$ cat config.mk
export PLATFORM = sky130hd
export DESIGN_NAME = systolic_feeder_flat
export DESIGN_NICKNAME = d
export VERILOG_FILES = /design/src/rtl/systolic_pkg.sv /design/src/rtl/systolic_feeder_if.sv /design/src/rtl/systolic_lane_sel.sv /design/src/rtl/systolic_feeder.sv /design/src/flat_wrapper.sv
export SDC_FILE = /design/constraint.sdc
export NUM_CORES = 2
export LEC_CHECK = 0
export ABC_AREA = 1
export CAP_MARGIN = 20
export CORE_ASPECT_RATIO = 1.75
export CORE_MARGIN = 5
export CORE_UTILIZATION = 36
export CTS_BUF_LIST = sky130_fd_sc_hd__clkbuf_8
export DETAILED_ROUTE_END_ITERATION = 12
export SKIP_CTS_REPAIR_TIMING = 1
export SYNTH_ARGS = -nofsm -noshare
export SYNTH_HDL_FRONTEND = slang
export SYNTH_SLANG_ARGS = --single-unit
$ cat constraint.sdc
create_clock -name clk_i -period 29.7 [get_ports clk_i]
set_clock_uncertainty 0.15 [all_clocks]
set_input_delay 4.455 -clock clk_i [delete_from_list [all_inputs] [get_ports clk_i]]
set_output_delay 4.455 -clock clk_i [all_outputs]
set_load 0.01 [all_outputs]
$ cat src/rtl/systolic_pkg.sv
// Shared definitions for the systolic multiplier slice (feeder, array, collector).
// Holds default dimensions, the feeder state encoding and the lane-select helper.
package systolic_pkg;

    localparam int unsigned DEF_DATA_WIDTH = 32;
    localparam int unsigned DEF_N          = 4;
    // Length of the skewed feed window: the last lane starts N-1 cycles late.
    localparam int unsigned FEED_LEN       = 2 * DEF_N - 1;

    typedef enum logic [2:0] {
        StLoadA,
        StLoadB,
        StClear,
        StFeed,
        StDone
    } feeder_state_e;

    // True when lane `lane` has a real element at skew step k, i.e. 0 <= k-lane < n.
    function automatic logic lane_hit(input int k, input int lane, input int n);
        return (k >= lane) && ((k - lane) < n);
    endfunction

endpackage

$ cat src/rtl/systolic_feeder_if.sv
// Row-beat input handshake plus the skewed operand outputs of the feeder.
// slave  : feeder side (accepts beats, drives array edges and job strobes).
// master : producer/consumer side.
//   in_valid_i/in_ready_o/in_data_i : one matrix row per beat
//   clear_o, valid_o, feed_done_o, busy_o : job strobes and status
//   left_o, up_o : per-lane operands for array rows / columns
interface systolic_feeder_if #(
    parameter int unsigned DATA_WIDTH = systolic_pkg::DEF_DATA_WIDTH,
    parameter int unsigned N          = systolic_pkg::DEF_N
);
    logic                    in_valid_i;
    logic                    in_ready_o;
    logic [N*DATA_WIDTH-1:0] in_data_i;
    logic                    clear_o;
    logic                    valid_o;
    logic [N*DATA_WIDTH-1:0] left_o;
    logic [N*DATA_WIDTH-1:0] up_o;
    logic                    feed_done_o;
    logic                    busy_o;

    modport slave (
        input  in_valid_i, in_data_i,
        output in_ready_o, clear_o, valid_o, left_o, up_o, feed_done_o, busy_o
    );

    modport master (
        output in_valid_i, in_data_i,
        input  in_ready_o, clear_o, valid_o, left_o, up_o, feed_done_o, busy_o
    );
endinterface

$ cat src/rtl/systolic_lane_sel.sv
// Picks one lane's operand for skew step k from a stored row or column vector.
//   vec_i  : N elements, element i in bits [i*DATA_WIDTH +: DATA_WIDTH]
//   lane_i : lane index (row for left lanes, column for top lanes)
//   k_i    : skew step of the feed window
//   feed_i : high when the window is active
//   elem_o : vec_i[k_i - lane_i], or zero outside the lane's diagonal / window
module systolic_lane_sel import systolic_pkg::*; #(
    parameter int unsigned DATA_WIDTH = DEF_DATA_WIDTH,
    parameter int unsigned N          = DEF_N,
    parameter int unsigned KW         = 3
) (
    input  logic [N*DATA_WIDTH-1:0] vec_i,
    input  logic [$clog2(N)-1:0]    lane_i,
    input  logic [KW-1:0]           k_i,
    input  logic                    feed_i,
    output logic [DATA_WIDTH-1:0]   elem_o
);

    int sel;

    always_comb begin
        elem_o = '0;
        sel    = int'(k_i) - int'(lane_i);
        if (feed_i && lane_hit(int'(k_i), int'(lane_i), int'(N))) begin
            elem_o = vec_i[sel*DATA_WIDTH +: DATA_WIDTH];
        end
    end

endmodule

$ cat src/rtl/systolic_feeder.sv
// Feeder for the 4x4 systolic array: loads A then B one row per beat, then
// pulses clear, streams the diagonally skewed operands for 2N-1 cycles and
// pulses feed_done.
//   clk_i : clock, rising edge
//   rst_i : synchronous active-high reset
//   bus   : row-beat handshake in, skewed lanes and job strobes out
module systolic_feeder import systolic_pkg::*; #(
    parameter int unsigned DATA_WIDTH = DEF_DATA_WIDTH,
    parameter int unsigned N          = DEF_N
) (
    input  logic               clk_i,
    input  logic               rst_i,
    systolic_feeder_if.slave   bus
);

    localparam int unsigned RowW  = N * DATA_WIDTH;
    localparam int unsigned BeatW = $clog2(N);
    localparam int unsigned KW    = $clog2(FEED_LEN);

    localparam logic [BeatW-1:0] BeatLast = BeatW'(N - 1);
    localparam logic [KW-1:0]    KLast    = KW'(FEED_LEN - 1);

    feeder_state_e    state_q, state_d;
    logic [BeatW-1:0] beat_q, beat_d;
    logic [KW-1:0]    k_q, k_d;
    logic [RowW-1:0]  a_q [N];
    logic [RowW-1:0]  b_q [N];
    logic [RowW-1:0]  b_col [N];
    logic [RowW-1:0]  left_d, up_d, left_q, up_q;
    logic             accept, feed_d;

    assign bus.in_ready_o  = (state_q == StLoadA) || (state_q == StLoadB);
    assign bus.clear_o     = (state_q == StClear);
    assign bus.valid_o     = (state_q == StFeed);
    assign bus.feed_done_o = (state_q == StDone);
    assign bus.busy_o      = bus.clear_o || bus.valid_o || bus.feed_done_o;
    assign bus.left_o      = left_q;
    assign bus.up_o        = up_q;

    assign accept = bus.in_valid_i && bus.in_ready_o;

    always_comb begin
        state_d = state_q;
        beat_d  = beat_q;
        k_d     = k_q;
        case (state_q)
            StLoadA: begin
                if (accept) begin
                    beat_d = beat_q + 1'b1;
                    if (beat_q == BeatLast) begin
                        state_d = StLoadB;
                        beat_d  = '0;
                    end
                end
            end
            StLoadB: begin
                if (accept) begin
                    beat_d = beat_q + 1'b1;
                    if (beat_q == BeatLast) begin
                        state_d = StClear;
                        beat_d  = '0;
                    end
                end
            end
            StClear: begin
                state_d = StFeed;
                k_d     = '0;
            end
            StFeed: begin
                if (k_q == KLast) begin
                    state_d = StDone;
                end else begin
                    k_d = k_q + 1'b1;
                end
            end
            StDone:  state_d = StLoadA;
            default: state_d = StLoadA;
        endcase
    end

    // Lanes are computed from next-state so the registered outputs line up
    // with valid_o: the CLEAR cycle prepares the k=0 frame.
    assign feed_d = (state_d == StFeed);

    // B arrives by rows; top lanes need columns.
    always_comb begin
        for (int c = 0; c < int'(N); c++) begin
            b_col[c] = '0;
            for (int i = 0; i < int'(N); i++) begin
                b_col[c][i*DATA_WIDTH +: DATA_WIDTH] = b_q[i][c*DATA_WIDTH +: DATA_WIDTH];
            end
        end
    end

    for (genvar r = 0; r < int'(N); r++) begin : g_lane
        systolic_lane_sel #(
            .DATA_WIDTH (DATA_WIDTH),
            .N          (N),
            .KW         (KW)
        ) u_left (
            .vec_i  (a_q[r]),
            .lane_i (BeatW'(r)),
            .k_i    (k_d),
            .feed_i (feed_d),
            .elem_o (left_d[r*DATA_WIDTH +: DATA_WIDTH])
        );

        systolic_lane_sel #(
            .DATA_WIDTH (DATA_WIDTH),
            .N          (N),
            .KW         (KW)
        ) u_up (
            .vec_i  (b_col[r]),
            .lane_i (BeatW'(r)),
            .k_i    (k_d),
            .feed_i (feed_d),
            .elem_o (up_d[r*DATA_WIDTH +: DATA_WIDTH])
        );
    end

    always_ff @(posedge clk_i) begin
        if (rst_i) begin
            state_q <= StLoadA;
            beat_q  <= '0;
            k_q     <= '0;
            left_q  <= '0;
            up_q    <= '0;
            for (int i = 0; i < int'(N); i++) begin
                a_q[i] <= '0;
                b_q[i] <= '0;
            end
        end else begin
            state_q <= state_d;
            beat_q  <= beat_d;
            k_q     <= k_d;
            left_q  <= left_d;
            up_q    <= up_d;
            if (accept && (state_q == StLoadA)) a_q[beat_q] <= bus.in_data_i;
            if (accept && (state_q == StLoadB)) b_q[beat_q] <= bus.in_data_i;
        end
    end

endmodule

$ cat src/flat_wrapper.sv
// flat-port wrapper written by rule: the top's interface ports become plain ports
module systolic_feeder_flat import systolic_pkg::*;
#(
    parameter int unsigned DATA_WIDTH = DEF_DATA_WIDTH,
    parameter int unsigned N          = DEF_N
)
  (clk_i, rst_i, bus_in_valid_i, bus_in_data_i, bus_in_ready_o, bus_clear_o, bus_valid_o, bus_left_o, bus_up_o, bus_feed_done_o, bus_busy_o);
  systolic_feeder_if #(.DATA_WIDTH(DATA_WIDTH), .N(N)) bus_i ();
  input  logic clk_i;
  input  logic rst_i;
  input wire logic [$bits(bus_i.in_valid_i)-1:0] bus_in_valid_i;
  input wire logic [$bits(bus_i.in_data_i)-1:0] bus_in_data_i;
  output wire logic [$bits(bus_i.in_ready_o)-1:0] bus_in_ready_o;
  output wire logic [$bits(bus_i.clear_o)-1:0] bus_clear_o;
  output wire logic [$bits(bus_i.valid_o)-1:0] bus_valid_o;
  output wire logic [$bits(bus_i.left_o)-1:0] bus_left_o;
  output wire logic [$bits(bus_i.up_o)-1:0] bus_up_o;
  output wire logic [$bits(bus_i.feed_done_o)-1:0] bus_feed_done_o;
  output wire logic [$bits(bus_i.busy_o)-1:0] bus_busy_o;
  assign bus_i.in_valid_i = bus_in_valid_i;
  assign bus_i.in_data_i = bus_in_data_i;
  assign bus_in_ready_o = bus_i.in_ready_o;
  assign bus_clear_o = bus_i.clear_o;
  assign bus_valid_o = bus_i.valid_o;
  assign bus_left_o = bus_i.left_o;
  assign bus_up_o = bus_i.up_o;
  assign bus_feed_done_o = bus_i.feed_done_o;
  assign bus_busy_o = bus_i.busy_o;
  systolic_feeder #(.DATA_WIDTH(DATA_WIDTH), .N(N)) u_core (.clk_i(clk_i), .rst_i(rst_i), .bus(bus_i));
endmodule
==> qor_table.md <==
| Group | Item | This run |
|:---|:---|:---|
| critical path | Critical-path cell with the highest stage delay | sky130_fd_sc_hd__buf_4 |
| critical path | Sequence of cells on the critical path | clkdlybuf4s50_1 -> inv_1 -> nand2_4 -> nor2_1 -> nand2_4 -> nand2_4 -> buf_4 |
| yosys | Gate Count Post-Synth | 5708 |
| drt | Wire length reported by the detailed router | 194000 µm |
| sta | Worst hold margin | 0.416 ns |
| critical path | Startpoint class of the critical path | input pin |
| final layout | Fraction of final layout cells with drive strength greater than 1 | 5.79% |
| sta | Setup repair after global routing missed its margin | false |
| yosys | Mean Syn Cell Area | 9.72 µm² |
| status | Outcome | finished, final reports clean |
| yosys | Seq cells post-synth | 1288 |
| power and ir drop | Fraction of power spent switching nets | 24.2% |
| sta | Number of hold violations in the final report | 0 |
| die | Placeable core region | 153000 µm² |
| final layout | Area growth from synthesis to final layout | 17.4% |
| die | Number of I/O pins | 392 |
| grt | First-pass GRT wire length | 278000 µm |
| yosys | Netlist cell types | 28 |
| power and ir drop | Fraction of power consumed by the clock network | 40.9% |
| drt | Via count | 41100 |
| critical path | Largest fanout on the critical path | 61 |
| drt | Iteration-0 DRC count of the detailed router | 4264 |
| yosys | Count of synthesis-stage warnings from yosys | 0 |
| yosys | Multiplexer share of the synthesized area | 0% |
| yosys | Area share of xor/xnor cells in the synthesized design | 0% |
| clock tree | Sink count of the clock tree | 1288 |
| clock tree | Clk buf depth | 4 |
| power and ir drop | Combinational fraction of design power | 6.1% |
| yosys | Top-area cell type share of the netlist area | 55.4% |
| power and ir drop | Power density over cell area | 59.1 nW/µm² |
| final layout | Fin util | 42.5% |
| sta | Rel. slew slack | 19.9% |
| drt | Routed wirelength normalized by instance count | 23.8 µm |
| die | Number of standard-cell rows in the floorplan | 190 |
| clock tree | # H-tree levels | 4 |
| grt | Antenna violations before repair | 22 |
| placed design | Final estimated routing congestion in global placement | 0.845 |
| grt | Highest-utilization routing layer at the global route stage | met2 |
| placed design | Number of I/O port buffers | 391 |
| drt | ANT nets after route | 0 |
| grt | Total routing resource utilization after global routing | 23.1% |
| power and ir drop | Switching Power | 931 µW |
| sta | Timing-limited maximum frequency | 114 MHz |
| placed design | DP Wirelength | 123000 µm |
| flow run | Max-cap check violation count | 0 |
| grt | Routing usage on met3 | 4.00% |
| power and ir drop | Relative contribution of sequential cells to total power | 53.0% |
| critical path | Class of the most critical setup path | input pin to register |
| drt | Post-detailed-route DRC marker count | 0 |
| critical path | Worst endpoint required time | 30.04 ns |
| critical path | Category of the worst setup path capture point | register |
| grt | Met1 track demand over resource | 28.8% |
| power and ir drop | Cell Int Power | 2920 µW |
| critical path | CP top delay family | simple AND/OR/NAND/NOR gates |
| yosys | Synthesized netlist net count | 5849 |
| sta | Fin crit period | 8.78 ns |
| clock tree | Clock insertion delay at the later pin of the skew report | 0.92 ns |
| clock tree | Number of clock buffers inserted by TritonCTS | 199 |
| placed design | Placed cell areas | 61000 µm² |
| hold path | Classification of the worst-slack hold path | register to register |
| grt | Met2 routing resource usage after global routing | 38.3% |
| die | Area of the die | 162000 µm² |
| sta | Max-slew violations | 0 |
| drt | 1st-pass router iterations | 6 |
| power and ir drop | Maximum vdd drop | 0.0761 mV |
| die | Effective utilization at floorplan | 36.2% |
| grt | Remaining global-route overflow | 0 |
| yosys | Post-synthesis compound-gate area fraction | 1.29% |
| power and ir drop | Total Power | 3850 µW |
| clock tree | Clock tree from TritonCTS | built |
| yosys | Post-synth design cell area | 55500 µm² |
| critical path | Buf+Inv Stages, Crit Path | 3 |
| yosys | Cell type with the largest total area after synthesis | sky130_fd_sc_hd__edfxtp_1 |
| clock tree | Clock transition at the register clock pins on the worst setup and hold paths after CTS | 0.07 ns |
| yosys | Synth top area cells | sky130_fd_sc_hd__edfxtp_1, sky130_fd_sc_hd__dfxtp_1, sky130_fd_sc_hd__inv_1, sky130_fd_sc_hd__nor2_1, sky130_fd_sc_hd__nand3_1 |
| yosys | Fraction of the mapped netlist area in adder cells | 0.225% |
| sta | Sum of negative setup slack | 0 ns |
| final layout | Non-Filler Cell Area, Final | 65100 µm² |
| grt | Maximum number of pins on one net before global-route repair | 190 |
| drt | Via density per instance | 5.02 |
| yosys | Dominant combinational cell family by area after synthesis | simple AND/OR/NAND/NOR gates |
| sta | Final setup fails | 0 |
| die | Horizontal extent of the die | 307 µm |
| final layout | NumNets Final | 6124 |
| power and ir drop | Static leakage | 0.0269 µW |
| clock tree | Root buffer cell | sky130_fd_sc_hd__clkbuf_8 |
| sta | Period Utilization, post-route | 29.5% |
| critical path | WP data arrival | 9.11 ns |
| die | Height of the die | 529 µm |
| yosys | Simple-Gate Fraction of Synth Area | 23.8% |
| critical path | Cell repeated most along the worst path | sky130_fd_sc_hd__nand2_4 |
| grt | Vias in the first global route | 40100 |
| critical path | Largest stage delay on the critical path | 0.77 ns |
| yosys | Share of the yosys chip area belonging to registers | 64.9% |
| sta | Slew at the pin closest to its max-slew limit | 1.20 ns |
[path summary, 6_finish.rpt]
kind,from,end,slack (ns),cells after the start
worst min register to register,u_core.state_q[2],u_core.state_q[2],0.42,1
worst min-delay path,u_core.state_q[2],u_core.state_q[2],0.42,1
worst max-delay path,rst_i,u_core.b_q[0][69],20.92,7
worst max register to register,u_core.k_q[0],u_core.bus.left_o[57],23.51,13
[cell families after synthesis]
group / Yosys count
compound gates: 140
fa+ha+maj: 10
buf+inv: 1388
flops: 1288
simple gates: 2882
[cells in the final DEF, fill, tap and decap left out, drive strengths merged]
cell and instances:
a211oi 1, a21oi 131, buf 56, bufinv 18
clkbuf 221, clkdlybuf4s50 391, clkinv 49, clkinvlp 3
dfxtp 264, diode 21, edfxtp 1024, ha 10
inv 1076, nand2 744, nand3 650, nand3b 382
nand4 1, nor2 998, nor3 106, nor4 1
o21ai 5, o21bai 1, o311ai 1, o31ai 1
[final cells by class]
| cell class | instances | area (µm²) |
|---|---|---|
| Fill cell | 14700 | 88200 |
| Clock inverter | 131 | 1040 |
| Antenna cell | 21 | 52.6 |
| Multi-Input combinational cell | 3032 | 14300 |
| Tap cell | 2016 | 2520 |
| Clock buffer | 221 | 3040 |
| Inverter | 1015 | 3830 |
| Sequential cell | 1288 | 36000 |
| Timing Repair Buffer | 447 | 4370 |
[metrics by stage]
stage,worst slack [ns],instances
2_1_floorplan,14.85,5708
3_3_place_gp,20.10,7798
3_5_place_dp,20.00,7798
4_1_cts,20.94,8150
5_1_grt,20.79,8166
6_report,20.92,8171
[power by group through the flow]
stage | clock network (µW) | logic [µW] | registers (µW)
final | 1570 | 235 | 2040
after detailed placement | 0 | 236 | 2080
after global routing | 1680 | 253 | 2050
after CTS | 1600 | 237 | 2040
after floorplan | 0 | 124 | 2090
after global placement | 0 | 233 | 2080
[synthesized netlist by cell type]
library cell and n:
sky130_fd_sc_hd__a211oi_1 1, sky130_fd_sc_hd__a21oi_1 130, sky130_fd_sc_hd__a21oi_2 1, sky130_fd_sc_hd__buf_1 37, sky130_fd_sc_hd__buf_2 75, sky130_fd_sc_hd__buf_4 19, sky130_fd_sc_hd__buf_6 3, sky130_fd_sc_hd__clkbuf_1 239
sky130_fd_sc_hd__dfxtp_1 264, sky130_fd_sc_hd__edfxtp_1 1024, sky130_fd_sc_hd__ha_1 10, sky130_fd_sc_hd__inv_1 1011, sky130_fd_sc_hd__inv_2 4, sky130_fd_sc_hd__nand2_1 743, sky130_fd_sc_hd__nand2_2 1, sky130_fd_sc_hd__nand3_1 649
sky130_fd_sc_hd__nand3_2 1, sky130_fd_sc_hd__nand3b_1 382, sky130_fd_sc_hd__nand4_1 1, sky130_fd_sc_hd__nor2_1 996, sky130_fd_sc_hd__nor2_4 2, sky130_fd_sc_hd__nor3_1 106, sky130_fd_sc_hd__nor4_1 1, sky130_fd_sc_hd__o21ai_0 4
sky130_fd_sc_hd__o21ai_1 1, sky130_fd_sc_hd__o21bai_1 1, sky130_fd_sc_hd__o311ai_0 1, sky130_fd_sc_hd__o31ai_1 1
[sequential cells by signal, summed over array words and instances, names as in the netlist]
name               count
u_core.bus.up_o      128
u_core.k_q             3
u_core.b_q           512
u_core.a_q           512
u_core.state_q         3
u_core.bus.left_o    128
u_core.beat_q          2
[metal layers]
| metal | up-vias | wire length [µm] |
|---|---|---|
| met5 | - | 27 |
| met4 | 4 | 12500 |
| met3 | 420 | 14000 |
| met2 | 1824 | 92300 |
| met1 | 20000 | 75300 |
| li1 | 18800 | - |
No activity file was read; power rests on OpenSTA's default activity.
